==> config.mk <==
export PLATFORM = sky130hd
export DESIGN_NAME = rr_arbiter8_flat
export DESIGN_NICKNAME = d
export VERILOG_FILES = /design/src/rtl/rr_arbiter8_if.sv /design/src/rtl/rr_arbiter8.sv /design/src/flat_wrapper.sv
export SDC_FILE = /design/constraint.sdc
export NUM_CORES = 1
export LEC_CHECK = 0
export CAP_MARGIN = 20
export CORE_UTILIZATION = 57
export CTS_CLUSTER_SIZE = 24
export DETAILED_ROUTE_END_ITERATION = 16
export HOLD_SLACK_MARGIN = 0.15
export PLACE_DENSITY_LB_ADDON = 0.08
export REMOVE_ABC_BUFFERS = 1
export SETUP_SLACK_MARGIN = 0.1
export SLEW_MARGIN = 40
export SYNTH_ARGS = -nofsm -noshare
export SYNTH_HDL_FRONTEND = slang
export SYNTH_SLANG_ARGS = --single-unit
==> constraint.sdc <==
create_clock -name i_clk -period 4.67 [get_ports i_clk]
set_input_delay 1.1675 -clock i_clk [delete_from_list [all_inputs] [get_ports i_clk]]
set_output_delay 1.1675 -clock i_clk [all_outputs]
set_load 0.005 [all_outputs]
==> src/rtl/rr_arbiter8_if.sv <==
// Request/grant bundle between up to eight clients and the round-robin arbiter.
// The master side drives enable and requests; the slave side returns the grant.
interface rr_arbiter8_if;
    logic       en;
    logic [7:0] req;
    logic [7:0] gnt;
    logic [2:0] gnt_id;
    logic       gnt_valid;
    logic       idle;

    modport master (output en, req, input gnt, gnt_id, gnt_valid, idle);
    modport slave  (input en, req, output gnt, gnt_id, gnt_valid, idle);
endinterface

==> src/rtl/rr_arbiter8.sv <==
// Eight-requester round-robin arbiter with registered one-hot grant and an
// optional hold-time limit that preempts an owner while others are waiting.
module rr_arbiter8 #(
    parameter int unsigned HOLD_MAX = 16
) (
    input  logic          i_clk,
    input  logic          i_rst,
    rr_arbiter8_if.slave  bus
);
    typedef enum logic [0:0] {S_IDLE = 1'b0, S_GRANT = 1'b1} state_t;

    localparam bit         HOLD_EN   = (HOLD_MAX != 0);
    localparam logic [7:0] HOLD_LAST = 8'(HOLD_MAX - 1);

    state_t     r_state, w_state_nxt;
    logic [2:0] r_ptr, w_ptr_nxt;
    logic [7:0] r_hcnt, w_hcnt_nxt;
    logic [7:0] r_gnt, w_gnt_nxt;
    logic [2:0] r_gnt_id, w_gnt_id_nxt;
    logic       r_gnt_valid;

    logic [3:0] w_idle_pick;
    logic [3:0] w_hand_pick;
    logic       w_own_req;
    logic       w_others;
    logic       w_preempt;

    // Rotate so 'start' sits at bit 0, take the lowest set bit, rotate back.
    // Returns {found, index}.
    function automatic logic [3:0] rr_pick(input logic [7:0] reqv, input logic [2:0] start);
        logic [15:0] dbl;
        logic [7:0]  rot;
        logic [2:0]  k;
        logic        found;
        dbl   = {reqv, reqv};
        rot   = dbl[start +: 8];
        k     = 3'd0;
        found = 1'b0;
        for (int i = 7; i >= 0; i--) begin
            k     = rot[i] ? 3'(i) : k;
            found = found | rot[i];
        end
        return {found, 3'(start + k)};
    endfunction

    assign w_own_req   = |(bus.req & r_gnt);
    assign w_others    = |(bus.req & ~r_gnt);
    assign w_idle_pick = rr_pick(bus.req, r_ptr);
    assign w_hand_pick = rr_pick(bus.req & ~r_gnt, r_gnt_id + 3'd1);
    assign w_preempt   = HOLD_EN && (r_hcnt == HOLD_LAST) && bus.en && w_others;

    // Next-state, pointer, hold counter and grant decision.
    always_comb begin
        w_state_nxt  = r_state;
        w_ptr_nxt    = r_ptr;
        w_hcnt_nxt   = r_hcnt;
        w_gnt_nxt    = r_gnt;
        w_gnt_id_nxt = r_gnt_id;
        case (r_state)
            S_IDLE: begin
                if (bus.en && w_idle_pick[3]) begin
                    w_gnt_nxt    = 8'd1 << w_idle_pick[2:0];
                    w_gnt_id_nxt = w_idle_pick[2:0];
                    w_hcnt_nxt   = 8'd0;
                    w_state_nxt  = S_GRANT;
                end else begin
                    w_gnt_nxt    = 8'd0;
                    w_gnt_id_nxt = 3'd0;
                end
            end
            S_GRANT: begin
                if (!w_own_req) begin
                    // Release wins over a coincident preemption; pointer update is the same.
                    w_ptr_nxt  = r_gnt_id + 3'd1;
                    w_hcnt_nxt = 8'd0;
                    if (bus.en && w_hand_pick[3]) begin
                        w_gnt_nxt    = 8'd1 << w_hand_pick[2:0];
                        w_gnt_id_nxt = w_hand_pick[2:0];
                    end else begin
                        w_gnt_nxt    = 8'd0;
                        w_gnt_id_nxt = 3'd0;
                        w_state_nxt  = S_IDLE;
                    end
                end else if (w_preempt) begin
                    w_ptr_nxt    = r_gnt_id + 3'd1;
                    w_hcnt_nxt   = 8'd0;
                    w_gnt_nxt    = 8'd1 << w_hand_pick[2:0];
                    w_gnt_id_nxt = w_hand_pick[2:0];
                end else begin
                    w_hcnt_nxt = (r_hcnt == 8'hFF) ? r_hcnt : r_hcnt + 8'd1;
                end
            end
            default: begin
                w_state_nxt  = S_IDLE;
                w_gnt_nxt    = 8'd0;
                w_gnt_id_nxt = 3'd0;
                w_hcnt_nxt   = 8'd0;
            end
        endcase
    end

    // State and output registers with synchronous reset.
    always_ff @(posedge i_clk) begin
        if (i_rst) begin
            r_state     <= S_IDLE;
            r_ptr       <= 3'd0;
            r_hcnt      <= 8'd0;
            r_gnt       <= 8'd0;
            r_gnt_id    <= 3'd0;
            r_gnt_valid <= 1'b0;
        end else begin
            r_state     <= w_state_nxt;
            r_ptr       <= w_ptr_nxt;
            r_hcnt      <= w_hcnt_nxt;
            r_gnt       <= w_gnt_nxt;
            r_gnt_id    <= w_gnt_id_nxt;
            r_gnt_valid <= |w_gnt_nxt;
        end
    end

    assign bus.gnt       = r_gnt;
    assign bus.gnt_id    = r_gnt_id;
    assign bus.gnt_valid = r_gnt_valid;
    assign bus.idle      = bus.en & ~|bus.req & ~r_gnt_valid;
endmodule

==> src/flat_wrapper.sv <==
// flat-port wrapper written by rule: the top's interface ports become plain ports
module rr_arbiter8_flat 
#(
    parameter int unsigned HOLD_MAX = 16
)
  (i_clk, i_rst, bus_en, bus_req, bus_gnt, bus_gnt_id, bus_gnt_valid, bus_idle);
  rr_arbiter8_if bus_i ();
  input  logic i_clk;
  input  logic i_rst;
  input wire logic [$bits(bus_i.en)-1:0] bus_en;
  input wire logic [$bits(bus_i.req)-1:0] bus_req;
  output wire logic [$bits(bus_i.gnt)-1:0] bus_gnt;
  output wire logic [$bits(bus_i.gnt_id)-1:0] bus_gnt_id;
  output wire logic [$bits(bus_i.gnt_valid)-1:0] bus_gnt_valid;
  output wire logic [$bits(bus_i.idle)-1:0] bus_idle;
  assign bus_i.en = bus_en;
  assign bus_i.req = bus_req;
  assign bus_gnt = bus_i.gnt;
  assign bus_gnt_id = bus_i.gnt_id;
  assign bus_gnt_valid = bus_i.gnt_valid;
  assign bus_idle = bus_i.idle;
  rr_arbiter8 #(.HOLD_MAX(HOLD_MAX)) u_core (.i_clk(i_clk), .i_rst(i_rst), .bus(bus_i));
endmodule
### After elaboration in Yosys (flattened, before gate mapping)

Index checks and enable logic that the tools add are counted.

| cells by class | value |
|---|---|
| add/subtract/negate cells | 4 |
| eq/ne operators | 6 |
| shifts and indexed selects | 4 |
| multiplexer cells | 37 |
| bitwise logic cells | 21 |
| reduce and logical (&&, ||, !) cells | 11 |

Operator list:

| operator | count |
|---|---|
| $mux 3 | 22 |
| $mux 8 | 8 |
| $pmux 8 s2 | 2 |
| $reduce_or 8->1 | 4 |
| $shiftx 16x4->8 | 2 |
| $and 8x8->8 | 2 |
| $shl 1x3->8 const A | 2 |
| $or 1x1->1 | 14 |
| $add 8x1->8 const B | 1 |
| $eq 8x4->1 const B | 1 |
| $eq 8x8->1 const B | 1 |
| $not 8->8 | 1 |
| $add 3x3->3 | 2 |
| $pmux 3 s2 | 1 |
| $logic_and 1x1->1 | 4 |
| $ne 4x4->1 const B | 1 |
| $reduce_and 2->1 | 2 |
| $add 3x1->3 const B | 1 |
| $mux 1 | 3 |
| $ne 3x3->1 const B | 1 |
| $and 1x1->1 | 2 |
| $ne 2x1->1 const B | 1 |
| $ne 2x2->1 const B | 1 |
| $not 1->1 | 2 |
| 2 further kinds | 2 |

| storage, ports and cells | value |
|---|---|
| register bits | 24 |
| input bits | 11 |
| output and inout bits | 13 |
| logic and storage cells | 89 |

### Logic depth before layout (Yosys ltp)

| logic depth | value |
|---|---|
| depth after elaboration | 17 |
| depth in mapped cells | 17 |
| depth with buffers taken out | 17 |

### Least setup slack after synthesis

Ideal clock, no wire load.

| timing path | value |
|---|---|
| path type | input-to-reg |
| start point | input bus_req[7] |
| end point | register u_core.r_gnt_valid (netlist: u_core.bus.gnt_valid) |
| setup time | 132 ps |
| arrival | 4241 ps |
| data required time | 4538 ps |
| path slack | 297 ps |
| stages on the path | 16 |
| path buffers | 1 |
| path through | clkbuf_1 nand2b_1 mux4_1 mux2i_1 and2b_2 o21bai_1 nand2_1 a21oi_1 nor2_1 ha_1 inv_1 fa_1 nor3b_1 a222oi_1 and4_1 a21oi_1 |

| on the way | value |
|---|---|
| word-level cells in the longest chain between the ends | 16 |
| elaborated cells on any way between the ends | 49 |
| classes of those cells | add/sub: 2; shift: 4; mux: 21; bitwise: 16; reduce/logical: 6 |

Ends and longest elaborated chain:

| item | RTL line | RTL |
|---|---|---|
| start, declared | flat_wrapper.sv:11 | `input wire logic [$bits(bus_i.req)-1:0] bus_req;` |
| $and 8x8->8 | rr_arbiter8.sv:47, rr_arbiter8.sv:49 |  |
| $shiftx 16x4->8 | rr_arbiter8.sv:36 | `rot = dbl[start +: 8];` |
| $mux 3 (8 in series) | rr_arbiter8.sv:40 | `k = rot[i] ? 3'(i) : k;` |
| $add 3x3->3 | rr_arbiter8.sv:43 | `return {found, 3'(start + k)};` |
| $shl 1x3->8 | rr_arbiter8.sv:77, rr_arbiter8.sv:87 |  |
| $mux 8 (on tied branches) | rr_arbiter8.sv:76, rr_arbiter8.sv:84 |  |
| $mux 8 | rr_arbiter8.sv:72 | `if (!w_own_req) begin` |
| $pmux 8 s2 * | rr_arbiter8.sv:59 | `case (r_state)` |
| $reduce_or 8->1 * | rr_arbiter8.sv:117 | `r_gnt_valid <= \|w_gnt_nxt;` |
| end signal, assigned | rr_arbiter8.sv:117 |  |
| end, declared | rr_arbiter8.sv:20 | `logic r_gnt_valid;` |

Every way passes the cells marked *; elsewhere a longest branch is shown, timed or not.
A chain may end at the register's enable or synchronous reset.

### Worst setup path in the final report

| timing path | value |
|---|---|
| start point | input bus_req[0] |
| end point | register u_core.r_gnt[2] (netlist: u_core.bus.gnt[2]) |

| on the way | value |
|---|---|
| word-level cells in the longest chain between the ends | 15 |
| elaborated cells on any way between the ends | 48 |
| classes of those cells | add/sub: 2; shift: 4; mux: 21; bitwise: 16; reduce/logical: 5 |

Ends and longest elaborated chain:

| item | RTL line | RTL |
|---|---|---|
| $and 8x8->8 | rr_arbiter8.sv:47, rr_arbiter8.sv:49 |  |
| $shiftx 16x4->8 | rr_arbiter8.sv:36 |  |
| $mux 3 (8 in series) | rr_arbiter8.sv:40 |  |
| $add 3x3->3 | rr_arbiter8.sv:43 |  |
| $shl 1x3->8 | rr_arbiter8.sv:77, rr_arbiter8.sv:87 |  |
| $mux 8 (on tied branches) | rr_arbiter8.sv:76, rr_arbiter8.sv:84 |  |
| $mux 8 | rr_arbiter8.sv:72 |  |
| $pmux 8 s2 * | rr_arbiter8.sv:59 |  |
| end signal, assigned | rr_arbiter8.sv:115 | `r_gnt <= w_gnt_nxt;` |
| end, declared | rr_arbiter8.sv:18 | `logic [7:0] r_gnt, w_gnt_nxt;` |

Marked as above.

==> flow_summary.ini <==
[outcome]
status = finished clean

[clock_network]
clk_pin_slew_ns = 0.09
clock_path_buffers = 2
cts_sinks = 24
cts_tree = built
cts_buffers = 3
cts_root_buffer = clkbuf_8
ctsHtreeMaxLevel = 1
clock_latency_ns = 0.27

[place]
io_buffers = 23
place_inst = 373
post-place-ws_ns = -0.469
gp_congestion = 0.872
dp_hpwl_microns = 4790

[grt]
antenna_found_initial = 0
grt_pass1_vias = 2383
grt_pass1_wl_microns = 10900
overflow = 0
grt_usage_pct = 33.8
grt_max_degree = 21

[detailed_routing]
wl_met3_microns = 531
detail-route-antenna-nets = 0
met2RoutedLength_microns = 3550
drc = 0
dr.max_layer_used = met4
drtPass1Iterations = 5
finalWirelength_microns = 7190
dr_total_vias = 2524
viasPerCell = 6.36
wl_per_cell_microns = 18.1
drt_iter0_drc = 250
drt-met1-wl_microns = 3010

[synthesis]
yosysWarningCount = 0
synth_area_leaders = dfxtp_1 (21%), mux4_1 (7.0%), mux2i_1 (6.7%)
synthDistinctLibCells = 45
synth_most_common_cell = nor2_1
syn_area_per_cell_sq_um = 8.06
yosys-top-cells-count = nor2_1 (33), dfxtp_1 (24), nor3_1 (24), nand2_1 (20), mux2i_1 (15)
seq_area_frac_synth_pct = 21.5
synthDominantCellAreaShare_pct = 21.5
ys.flop_type = dfxtp_1
synth_seq_cells = 24
netlist_area_sq_um = 2240
synth_largest_area_cell = dfxtp_1
ys_async_sr_fraction_pct = 0
synth_edf_count = 0
netlist_instances = 278

[sta]
fin_crit_sh_pct = 96.1
worstMarginPinSlew_ns = 0.778
setup-violations-final = 0
max_freq_ghz = 0.223
tns_ns = 0
fin_skew_ns = 0.00373
slew_violations = 0
slew_headroom_pct = 48.0
setup_ws_ns = 0.181
whs_ns = 0.477
finalHoldViolations = 0
rsz0062_at_grt = false
period_needed_ns = 4.49

[layout]
final_nets = 367
area_growth_pct = 39.1
drive_gt1_share_pct = 31.5
regArea_sq_um = 480
diodes = 0
nFillCells = 213
stdcell_count = 397
multi_input_area_sq_um = 1790

[setup_path]
crit_path_frequent_cell = buf_4
cp_slowest_stage_delay_ns = 0.50
critPathMaxFanout = 5
start_kind = input pin
cp-end-kind = flop
path_cells = clkbuf_2 > buf_4 > nand2b_1 > mux4_2 > mux2i_1 > and2b_2 > o21bai_1 > nand2_1 > a21oi_2 > nor2_2 > ha_2 > inv_1 > fa_2 > xor2_4 > buf_12 > xor2_4 > a222oi_1 > buf_4 > buf_4 > buf_4 > nor2_1
cp_slowest_cell = mux4_2
required_ns = 4.81
critical_path_arrival_ns = 4.63
crit_type = in2reg

[pwr]
power_density_nw_per_um2 = 694
peakVddDrop_v = 0.000345
total_power_mw = 2.16
power.leakage_nw = 1.22

[min_path]
hold_path_class = reg2reg

[floorplan]
core_sq_um = 3720
fp-row-count = 22
initial_utilization_pct = 60.3
die_w_microns = 64.7
top_level_ports = 24
fp.dieH_microns = 64.7
die_area_sq_um = 4180

[flow_run]
max_cap_viol_count = 0
## path summary, 6_finish.rpt
kind                                           from                       endpoint  slack (ns)  depth (start not counted)
setup / recovery                         bus_req[0]   u_core.bus.gnt[2]$_SDFF_PP0_        0.18                         21
hold / removal        u_core.r_hcnt[1]$_SDFFE_PP0P_  u_core.r_hcnt[1]$_SDFFE_PP0P_        0.48                          2
setup reg to reg  u_core.bus.gnt_id[0]$_SDFFE_PP0P_   u_core.bus.gnt[2]$_SDFF_PP0_        0.25                         20
hold reg to reg       u_core.r_hcnt[1]$_SDFFE_PP0P_  u_core.r_hcnt[1]$_SDFFE_PP0P_        0.48                          2
## layer usage
metal / up-vias / track usage, %
li1: 1189 / -
met1: 1195 / 44.5
met2: 125 / 58.4
met3: 15 / 4.05
met4: 0 / 8.33
met5: - / 0
## critical path: cells and delay by family
family	cells	cell delay, ns
multiplexers	2	0.72
adder cells (fa/ha/maj)	2	0.44
buffers and inverters	7	0.85
XOR/XNOR	2	0.28
AND/OR/NAND/NOR	5	0.51
AO/OA/AOI/OAI	3	0.68
## placed cells by master, fill, tap and decap left out, drive strengths merged, types with 12 or more instances in the layout
cell type      synthesis  final
nand2                 20     20
nor2                  33     33
nor3                  24     24
mux2i                 15     15
clkdlybuf4s50          0     15
dfxtp                 24     24
nor4                  12     12
a21oi                 14     14
buf                    9     63
## report_power, final
group	leakage (nW)	switching [mW]	internal, mW	total, mW
clock network	0.0357	0.0747	0.115	0.189
logic	0.985	0.789	0.843	1.63
registers	0.195	0.0904	0.251	0.341
total	1.22	0.954	1.21	2.16
## registers in the layout, summed over array words and instances, names as in the netlist
signal / cells
u_core.bus.gnt: 8
u_core.bus.gnt_valid: 1
u_core.r_hcnt: 8
u_core.r_state: 1
u_core.bus.gnt_id: 3
u_core.r_ptr: 3
## what timing repair did
| action | CTS | global route |
|---|---|---|
| resized for setup | 24 | 34 |
| pin swaps | 11 | 18 |
| setup endpoints to repair | 10 | 11 |
| buffers inserted | 10 | 10 |
| hold buffers | 0 | 0 |
## area by class of cell
| type | count | area share [%] |
|---|---|---|
| Inverter | 7 | 0.843 |
| Sequential cell | 24 | 15.4 |
| Clock inverter | 1 | 0.964 |
| Clock buffer | 3 | 1.33 |
| Timing Repair Buffer | 86 | 21.9 |
| Tap cell | 48 | 1.93 |
| Multi-Input combinational cell | 228 | 57.6 |
## through the flow
step                util [%]  area [sq um]
floorplan                  -          2160
global placement        74.5          2770
detailed placement      74.5          2770
CTS                     79.9          2970
global route            83.8          3120
finish                  83.8          3120
## logic make-up (layout without fill, tap and decap cells)
logic type      after synthesis  in the layout  synth area share, %
mux                          28             28                 18.3
xor+xnor                     12             12                 5.53
fa+ha+maj                     6              6                 4.02
compound gates               47             47                 14.2
flops                        24             24                 21.5
simple gates                135            135                 31.6
buf+inv                      26             97                 4.92
Power figures use the tool's default switching activity.
